$ cat src/rtl/obstacle_collision.sv
// Obstacle-layer pixel collision detector with per-frame hit, cooldown and life counter.
// Optional HIT_FLASH_EN: blink the player box red during cooldown.
module obstacle_collision #(
   parameter logic [11:0] OBSTACLE_COLOR  = 12'hFFF,
   parameter int          PLAYER_SIZE     = 20,
   parameter int          LIVES           = 3,
   parameter int          COOLDOWN_FRAMES = 60,
   parameter int          H_MAX           = 1343,
   parameter int          V_MAX           = 805
) (
   input  logic        pclk,
   input  logic        rst,
   input  logic [11:0] hcount_in,
   input  logic [11:0] vcount_in,
   input  logic [11:0] rgb_in,
   input  logic [11:0] player_x,
   input  logic [11:0] player_y,
   input  logic        game_on,
   output logic [11:0] rgb_out,
   output logic        hit,
   output logic [2:0]  lives,
   output logic        game_over
);

   typedef enum logic [1:0] {IDLE, ARMED, COOLDOWN, DEAD} state_t;

   localparam logic [12:0] BOX_SPAN = 13'(PLAYER_SIZE - 1);
   localparam logic [2:0]  LIVES_L  = 3'(LIVES);
   localparam logic [5:0]  CD_L     = 6'(COOLDOWN_FRAMES);

   logic [12:0] x_hi, y_hi;
   logic        in_box, hit_px_c, frame_end_c;
   logic        hit_px_d, frame_end_d, frame_hit;
   logic [11:0] rgb_d;

   state_t      state, state_nx;
   logic [2:0]  lives_nx;
   logic [5:0]  cd_cnt, cd_nx;
   logic        hit_nx;

   // 13-bit upper bounds keep boxes near 4095 from wrapping
   assign x_hi = {1'b0, player_x} + BOX_SPAN;
   assign y_hi = {1'b0, player_y} + BOX_SPAN;

   assign in_box = (hcount_in >= player_x) && ({1'b0, hcount_in} <= x_hi) &&
                   (vcount_in >= player_y) && ({1'b0, vcount_in} <= y_hi);
   assign hit_px_c    = in_box && (rgb_in == OBSTACLE_COLOR);
   assign frame_end_c = (hcount_in == 12'(H_MAX)) && (vcount_in == 12'(V_MAX));

   always_ff @(posedge pclk) begin
      if (rst) begin
         hit_px_d    <= 1'b0;
         frame_end_d <= 1'b0;
         rgb_d       <= 12'h000;
      end else begin
         hit_px_d    <= hit_px_c;
         frame_end_d <= frame_end_c;
         rgb_d       <= rgb_in;
      end
   end

   always_ff @(posedge pclk) begin
      if (rst || frame_end_d) frame_hit <= 1'b0;
      else if (hit_px_d)      frame_hit <= 1'b1;
   end

   always_comb begin
      state_nx = state;
      lives_nx = lives;
      cd_nx    = cd_cnt;
      hit_nx   = 1'b0;
      if (!game_on) begin
         state_nx = IDLE;
         lives_nx = LIVES_L;
         cd_nx    = 6'd0;
      end else begin
         unique case (state)
            IDLE: begin
               lives_nx = LIVES_L;
               if (frame_end_d) state_nx = ARMED;
            end
            ARMED: begin
               if (frame_end_d && (frame_hit || hit_px_d)) begin
                  hit_nx   = 1'b1;
                  lives_nx = lives - 3'd1;
                  if (lives == 3'd1) begin
                     state_nx = DEAD;
                  end else begin
                     state_nx = COOLDOWN;
                     cd_nx    = CD_L;
                  end
               end
            end
            COOLDOWN: begin
               if (frame_end_d) begin
                  if (cd_cnt == 6'd1) begin
                     state_nx = ARMED;
                     cd_nx    = 6'd0;
                  end else begin
                     cd_nx = cd_cnt - 6'd1;
                  end
               end
            end
            DEAD: lives_nx = 3'd0;
         endcase
      end
   end

   always_ff @(posedge pclk) begin
      if (rst) begin
         state  <= IDLE;
         lives  <= LIVES_L;
         cd_cnt <= 6'd0;
         hit    <= 1'b0;
      end else begin
         state  <= state_nx;
         lives  <= lives_nx;
         cd_cnt <= cd_nx;
         hit    <= hit_nx;
      end
   end

   assign game_over = (state == DEAD);

`ifdef HIT_FLASH_EN
   logic in_box_d, flash;

   always_ff @(posedge pclk) begin
      if (rst) in_box_d <= 1'b0;
      else     in_box_d <= in_box;
   end

   assign flash = (state == COOLDOWN) && cd_cnt[2] && in_box_d;

   always_ff @(posedge pclk) begin
      if (rst) rgb_out <= 12'h000;
      else     rgb_out <= flash ? 12'hF00 : rgb_d;
   end
`else
   always_ff @(posedge pclk) begin
      if (rst) rgb_out <= 12'h000;
      else     rgb_out <= rgb_d;
   end
`endif

endmodule

$ cat config.mk
export PLATFORM = sky130hd
export DESIGN_NAME = obstacle_collision
export DESIGN_NICKNAME = d
export VERILOG_FILES = /design/src/rtl/obstacle_collision.sv
export SDC_FILE = /design/constraint.sdc
export NUM_CORES = 1
export LEC_CHECK = 0
export ABC_AREA = 1
export ABC_CLOCK_PERIOD_IN_PS = 3500
export CORE_UTILIZATION = 38
export CTS_CLUSTER_SIZE = 24
export DETAILED_ROUTE_END_ITERATION = 7
export PLACE_DENSITY_LB_ADDON = 0.25
export SKIP_LAST_GASP = 1
export SYNTH_ARGS = -nofsm -noshare
export SYNTH_HDL_FRONTEND = slang
export SYNTH_SLANG_ARGS = --single-unit
$ cat constraint.sdc
create_clock -name pclk -period 3.5 [get_ports pclk]
set_input_delay 0.35 -clock pclk [delete_from_list [all_inputs] [get_ports pclk]]
set_output_delay 0.35 -clock pclk [all_outputs]
set_load 0.03 [all_outputs]
======== Yosys cells after proc, flatten, opt, wreduce, memory -nomap -nowiden ========
Index checks and enable logic that the tools add are counted.
storage, ports and cells
  flip-flop bits (word level) ............. 39
  output and inout port bits .............. 17
  word-level logic and storage cells ...... 63
cells by class
  add/sub/neg operators ................... 4
  order comparisons ....................... 4
  equality and inequality tests ........... 13
  mux-type cells .......................... 14
  bitwise logic cells ..................... 2
  reduce and logical (&&, ||, !) cells .... 17
operators by type and width
  cell                   number
  $add 12x5->13 const B  2
  $le 12x13->1           2
  $ge 12x12->1           2
  $mux 6                 4
  $eq 12x10->1 const B   1
  $eq 12x11->1 const B   1
  $eq 12x12->1 const B   1
  $pmux 6 s2             1
  $ne 2x2->1 const B     5
  $pmux 3 s3             1
  $mux 2                 4
  $eq 6x1->1 const B     1
  $logic_and 1x1->1      6
  $pmux 2 s3             1
  $reduce_bool 3->1      2
  $sub 6x1->6 const B    1
  $reduce_and 5->1       1
  $eq 2x2->1 const B     2
  $reduce_and 4->1       1
  $eq 3x1->1 const B     1
  $mux 3                 1
  $reduce_or 3->1        1
  $sub 3x1->3 const B    1
  $eq 2x1->1 const B     1
  other kinds (7)        10

======== Logic depth before layout (Yosys ltp) ========
Gate-level depths: netlist of run 1.
  depth in word-level cells ............... 6
  gate-level depth with buffers ........... 19
  gate-level depth less buffers ........... 19

======== Worst setup path before layout of run 1 ========
Ideal clock, no wire load.
  path type ............................... input -> register
  start ................................... input player_x[0]
  end ..................................... register hit_px_d
  setup time .............................. 0.111 ns
  arrival ................................. 1.923 ns
  setup slack ............................. 1.466 ns
  cell stages on the path ................. 16
  cells stage by stage .................... inv_1 > ha_1 > nor2_1 > nand2_1 > nand2_1 > nand2_1 > nor2_1 > xor2_1 > ha_1 > nand3_1 > nor3_1 > o21ai_0 > nand2_1 > nand2_1 > nand2_1 > nor2_1
on the way
  longest elaborated chain between the ends .. 6
RTL lines
  element                             line  text
  start, declared                     16    input logic [11:0] player_x,
  $add 12x5->13                       42    assign x_hi = {1'b0, player_x} + BOX_SPAN;
  $le 12x13->1                        45    assign in_box = (hcount_in >= player_x) && ({1'b0, hcount_in} <= x_hi) &&
  $logic_and 1x1->1 (*) (2 in a row)  45
  $logic_and 1x1->1 (*)               46    (vcount_in >= player_y) && ({1'b0, vcount_in} <= y_hi);
  $logic_and 1x1->1 (*)               47    assign hit_px_c = in_box && (rgb_in == OBSTACLE_COLOR);
  end signal, assigned                56    hit_px_d <= hit_px_c;
  end, declared                       33    logic hit_px_d, frame_end_d, frame_hit;
Mark *: on every way between the ends. The rest lies on a longest branch, timed or not.
A chain may end at the register's enable or synchronous reset.

======== Final worst setup path of run 1 ========
  start ................................... input player_y[0]
  end ..................................... register hit_px_d
on the way
  longest elaborated chain between the ends .. 4
RTL lines
  element                                            line    text
  start, declared                                    17      input logic [11:0] player_y,
  $add 12x5->13 or $ge 12x12->1 (tied branches)      43, 46
  $le 12x13->1 or $logic_and 1x1->1 (tied branches)  46, 45
  $logic_and 1x1->1 (*)                              46
  $logic_and 1x1->1 (*)                              47
Marked as above.

==> impl_metrics.yaml, run 1 <==
placed_design:
  portBuffers: 79
  dp_hpwl_um: 6147
  routabilityCongestion: 0.8476
sta:
  whs_ps: 402.9
  fin_crit_ps: 2478
  period_share: 0.7079
  slew_violations: 0
  timing.setup.tns_ps: 0
  hold_violations: 0
  clock_skew_ps: 2.708
  tightestPinTransition_ps: 406.9
  maxSlewHeadroom: 0.7266
  rsz0062_at_grt: "no"
  max_clock_freq_ghz: 0.4036
  setup_viol_count_final: 0
detailed_routing:
  ant_nets: 0
  via_count: 3098
  dr.pass1.iters: 4
  vias_per_cell: 4.631
  drc: 0
  post_drt_wl_per_cell_um: 10.67
  routed_wirelength_um: 7136
  drt_iter0_drc: 83
setup_path:
  path_max_fanout: 4
  crit_arrival_ps: 2700
  end_kind: "register"
  worstSetupPathType: "in -> reg"
  start_kind: "input pin"
  critical_path_required_ps: 3730
power_and_ir_drop:
  switching_power_mw: 0.3353
  peakVddDrop_v: 0.0001503
  powerDensity_nw_per_um2: 274.0
  p_leak_nw: 2.131
  p_int_mw: 0.8260
  pwr-share-seq: 0.395
  power_frac_comb: 0.282
  clkPwrFrac: 0.322
  switching_share: 0.2887
grt:
  grt_pass1_vias: 2959
  grt.total_usage: 0.1696
  antenna_found_initial: 0
  grt_max_degree: 27
  grt-ovfl-total: 0
  grt_pass1_wl_um: 12200
synth:
  syn_area_per_cell_um2: 6.699
  yosysTopAreaCellShare: 0.2428
  synthMuxAreaShare: 0
  synthXorXnorAreaFrac: 0.04086
  syn_nets: 597
  yosysSeqAreaShare: 0.2428
  synth-compound-area-share: 0.08872
  ys.warnings.count: 0
  syn_inst: 480
  synthAdderAreaFrac: 0.2101
  synth_top_area_cell: "dfxtp_1"
  synth_top_family_by_area: "simple AND/OR/NAND/NOR gates"
  ys_seq_elements: 39
  synth.area.top_cells: "dfxtp_1 (24%), ha_1 (21%), nand2_1 (13%)"
  synth_cell_types: 34
  synth-simple-area-share: 0.2957
  synthesis.area_um2: 3216
die:
  die_h_um: 93.99
  ioPinCount: 80
  core_um2: 8217
  initial_core_util: 0.3914
  num_rows: 33
  fp.dieW_um: 93.99
  die-area_um2: 8834
final_layout:
  drive_above_1_share: 0.03901
  fin_nets: 680
  antenna_cells: 0
  synthToLayoutAreaGrowth_pct: 31.79
  fillers: 807
run_status:
  status: "complete, no violations"
hold_path:
  hold_path_class: "reg -> reg"
clock_tree:
  clock_sinks: 39
  cts_buffer_depth: 2
  clk_pin_slew_ps: 80
  cts_resized: 0
  cts_setup_buffers: 0
  htreeDepth: 2
  cts_made_buffers: 5
  cts_root_buf: "clkbuf_8"
  cts_tree: "yes"
  cts_hold_buf: 0
  worstSkewPairLatency_ps: 290
job:
  drv_cap: 0
## placed cells by master, fill, tap and decap left out
master           synthesis  layout
o22ai_1                  1       1
buf_4                    1       1
a21oi_2                  2       2
nand3_1                 22      22
nor2_2                   1       1
clkinv_4                 0       1
o21bai_1                 1       1
a211oi_2                 1       1
nand2_2                  2       2
nor3b_1                  2       2
and2_1                   1       1
nor2_1                  58      58
nand3_2                  1       1
clkinv_2                 0       1
o21ai_4                  1       1
nand3b_1                 1       1
a21oi_1                 20      20
xor2_1                  15      15
dfxtp_1                 39      39
bufinv_16                0       1
o21ai_0                 11      11
nand2_1                109     109
a21boi_0                 1       1
clkbuf_8                 0       5
inv_2                    2       2
nor4b_1                  1       1
nand4_1                  8       8
nor3_1                  11      11
clkdlybuf4s50_1          0      79
a21o_1                   3       3
a211oi_1                 3       3
nor4_1                   4       4
inv_1                   97      97
o21ai_2                  2       2
ha_1                    54      54
nor2_4                   1       1
and3_1                   1       1
## worst paths after layout
kind	startpoint	to	slack [ps]	depth (start not counted)
setup / recovery	player_y[0]	hit_px_d	1020	16
hold / removal	rgb_d[9]	rgb_out[9]	400	2
setup reg to reg	state[1]	cd_cnt[5]	2150	6
hold reg to reg	rgb_d[9]	rgb_out[9]	400	2
## logic make-up after synthesis
logic type,Yosys count
buffers and inverters,103
and+or+nand+nor,223
DFF,39
adders and majority gates,54
AOI/OAI and AO/OA,46
xor gates and xnor gates,15
## critical path: stages
cell,delay [ps]
clkdlybuf4s50_1,510
inv_1,100
ha_1,240
nor2_1,150
nand2_1,60
nand2_1,120
inv_1,50
o21ai_0,140
nand2_1,80
ha_1,300
a21o_1,180
a21oi_1,120
nand3_1,90
nand2_1,70
nand2_1,50
nor2_1,80
## power groups by stage
stage	logic, mW	registers [mW]	clock network [mW]
2_1_floorplan	0.176	0.481	0
3_3_place_gp	0.323	0.469	0
3_5_place_dp	0.328	0.470	0
4_1_cts	0.330	0.459	0.382
5_1_grt	0.374	0.460	0.399
6_report	0.328	0.459	0.374
## metal layers
layer	share of wire	global-route usage	vias up
li1	-	-	1679
met1	0.45	0.1987	1357
met2	0.50	0.3212	53
met3	0.031	0.01942	9
met4	0.015	0.04615	0
met5	0	0	-
## metrics by stage
stage | utilization | setup WS, ps | cells | area [um2] | power [mW]
after CTS | 0.5158 | 1011 | 669 | 4238 | 1.172
final | 0.5158 | 1022 | 669 | 4238 | 1.161
after floorplan | - | 1466 | 480 | 3216 | 0.6563
after detailed placement | 0.5021 | 714.2 | 661 | 4125 | 0.7978
after global routing | 0.5158 | 780.2 | 669 | 4238 | 1.233
after global placement | 0.5021 | 786.7 | 661 | 4125 | 0.7926
## sequential cells by signal, summed over array words and instances (netlist names)
register / count
rgb_d: 12
rgb_out: 12
cd_cnt: 6
lives: 3
state: 2
frame_end_d: 1
frame_hit: 1
hit: 1
hit_px_d: 1
## synth_stat cells, drive strengths merged
library cell    n
a211oi          4
a21boi          1
a21o            3
a21oi          22
and2            1
and3            1
buf             2
clkbuf          2
dfxtp          39
ha             54
inv            99
nand2         111
nand3          23
nand3b          1
nand4           8
nor2           60
nor3           11
nor3b           2
nor4            4
nor4b           1
o21ai          14
o21bai          1
o22ai           1
xor2           15
## layout make-up
class,count,area [um2],area share
clock inverter,3,43.79,0.01033
timing repair buffer,80,798.3,0.1884
tap,105,131.4,0.03100
sequential,39,780.7,0.1842
multi-input combinational,338,2043,0.4821
inverter,99,371.6,0.08769
clock buffer,5,68.82,0.01624
Note: power is estimated with default switching activity, not from simulation.
==> run 2, diff against run 1 <==
ABC_CLOCK_PERIOD_IN_PS = 2300   (was 3500)
clock period = 2.3 ns   (was 3.5 ns; I/O delays follow)
==> run 2 against run 1 <==
Clock skew grew 0.66 ps. Via count increased by 5.4%. Combinational power grew 71%. Count of clock-buffer cells in the layout unchanged. Register-to-register slack lost 1300 ps. Wire length up 4.7%. Worst hold slack got worse by 1.1 ps. Critical path depth shrank 1. Non-clock buffer count up 32. Highest routed layer unchanged. Utilization grew 4.0 points.
==> impl_metrics.yaml, run 2 (same netlist as run 1, synthesis figures left out) <==
detailed_routing:
  ant_nets: 0
  wl_met3_um: 258
  met1_length_um: 3334
  vias_per_cell: 4.659
  drt_iter0_drc: 105
  wl_met2_um: 3753
  drc: 0
  dr.pass1.iters: 4
  top_layer_used: "met4"
  routed_wirelength_um: 7470
  post_drt_wl_per_cell_um: 10.66
  via_count: 3266
placed_design:
  place_ws_ps: -333.2
  routabilityCongestion: 0.8737
  dp_hpwl_um: 6308
  placed_area_um2: 4335
  portBuffers: 79
  place_inst: 689
final_layout:
  final_cell_mix: "nand2_1 (102), inv_1 (93), clkdlybuf4s50_1 (73), ha_1 (52), nor2_1 (51)"
  reg.largest.list: "rgb_d x12, rgb_out x12, cd_cnt x6"
  final_area_um2: 4566
  fin_nets: 712
  drive_above_1_share: 0.1275
  final_cells: 701
  layout_commonest_cell: "nand2_1"
  antenna_cells: 0
  synthToLayoutAreaGrowth_pct: 41.98
setup_path:
  end_kind: "register"
  r2r-start: "cd_cnt[1]"
  reg2reg_to: "state[1]"
  path_max_fanout: 4
  critical_path_required_ps: 2530
  cp-startpoint: "player_y[5]"
  worstSetupPathType: "in -> reg"
  start_kind: "input pin"
  reg2regPathDepth: 7
  cp-endpoint: "hit_px_d"
  rrSetupSlack_ps: 890
  crit_arrival_ps: 2300
power_and_ir_drop:
  peakVddDrop_v: 0.0001882
  p_leak_nw: 2.334
  powerDensity_nw_per_um2: 399.5
hold_path:
  hold_path_class: "reg -> reg"
  worstHoldStart: "rgb_d[5]"
sta:
  tightestPinTransition_ps: 447.6
  rsz0062_at_grt: "no"
  whs_ps: 401.8
  fin_crit_ps: 2070
  slew_violations: 0
  clock_skew_ps: 3.373
  max_clock_freq_ghz: 0.4832
  hold_violations: 0
  period_share: 0.8999
  timing.setup.tns_ps: 0
  maxSlewHeadroom: 0.6988
  setup_viol_count_final: 0
  setup_ws_ps: 230.3
grt:
  grt.total_usage: 0.1730
  grt_pass1_wl_um: 12360
  antenna_found_initial: 0
  grt-ovfl-total: 0
  grt_max_degree: 26
  grt_pass1_vias: 3009
clock_tree:
  htreeDepth: 2
  worstSkewPairLatency_ps: 290
  clock_sinks: 39
  cts_hold_buf: 0
  cts_root_buf: "clkbuf_8"
  cts_made_buffers: 5
  clk_pin_slew_ps: 80
  cts_buffer_depth: 2
  cts_tree: "yes"
run_status:
  status: "complete, no violations"
die:
  ioPinCount: 80
  fp.dieW_um: 93.99
  die-area_um2: 8834
  die_h_um: 93.99
  initial_core_util: 0.3914
  num_rows: 33
  core_um2: 8217
job:
  drv_cap: 0
## run 2: worst min-delay path by stage
stage | to | cells after the start | slack [ps]
after floorplan | rgb_d[0] | 2 | 340
after global placement | rgb_out[7] | 2 | 390
after detailed placement | rgb_out[3] | 2 | 390
after CTS | rgb_out[5] | 2 | 400
after global routing | rgb_out[9] | 2 | 420
final | rgb_out[5] | 2 | 400
## run 2: stage by stage
| step | total power, mW | utilization |
|---|---|---|
| after floorplan | 0.9987 | - |
| after global placement | 1.242 | 0.5276 |
| after detailed placement | 1.254 | 0.5276 |
| after CTS | 1.825 | 0.5423 |
| after global routing | 1.938 | 0.5557 |
| final | 1.824 | 0.5557 |
## run 2: timing repair
| item | 4_1_cts | 5_1_grt |
|---|---|---|
| pin swaps | 0 | 18 |
| endpoints found under the setup margin | 1 | 1 |
| gates resized for setup | 2 | 29 |
| buffers inserted | 0 | 4 |
## run 2: final cells by class
type,instances,area [um2]
flip-flops and latches,39,780.7
well taps,105,131.4
clock buffers,5,68.82
clock inverters,3,43.79
multi-input cells,338,2116
inverters,99,371.6
repair buffers,112,1054
fillers,766,3651
## run 2: power by group
group          total [mW]  leakage (nW)  internal [mW]  switching, mW
logic               0.561          1.96          0.281          0.281
registers           0.698         0.319          0.694        0.00423
clock network       0.564        0.0581          0.323          0.241
total                1.82          2.33           1.30          0.526
## run 2: layer usage
layer / vias to the layer above / track usage
met1: 1437 / 0.2065
met5: - / 0
met3: 12 / 0.01456
li1: 1745 / -
met4: 0 / 0.05513
met2: 72 / 0.3230
## run 2: critical path: stages
cell	delay, ps
clkdlybuf4s50_1	580
nand2_1	80
nor2_1	110
nand2_1	70
nand2_2	100
inv_1	50
o21ai_1	110
nand2_1	70
ha_1	300
a21o_1	180
a21oi_1	120
nand3_1	90
nand2_1	70
nand2_1	50
nor2_1	80
==> run 3, diff against run 2 <==
CAP_MARGIN = 30   (was not set)
==> results of run 3 <==
No change in the layout: final DEF, timing and power equal those of run 2.
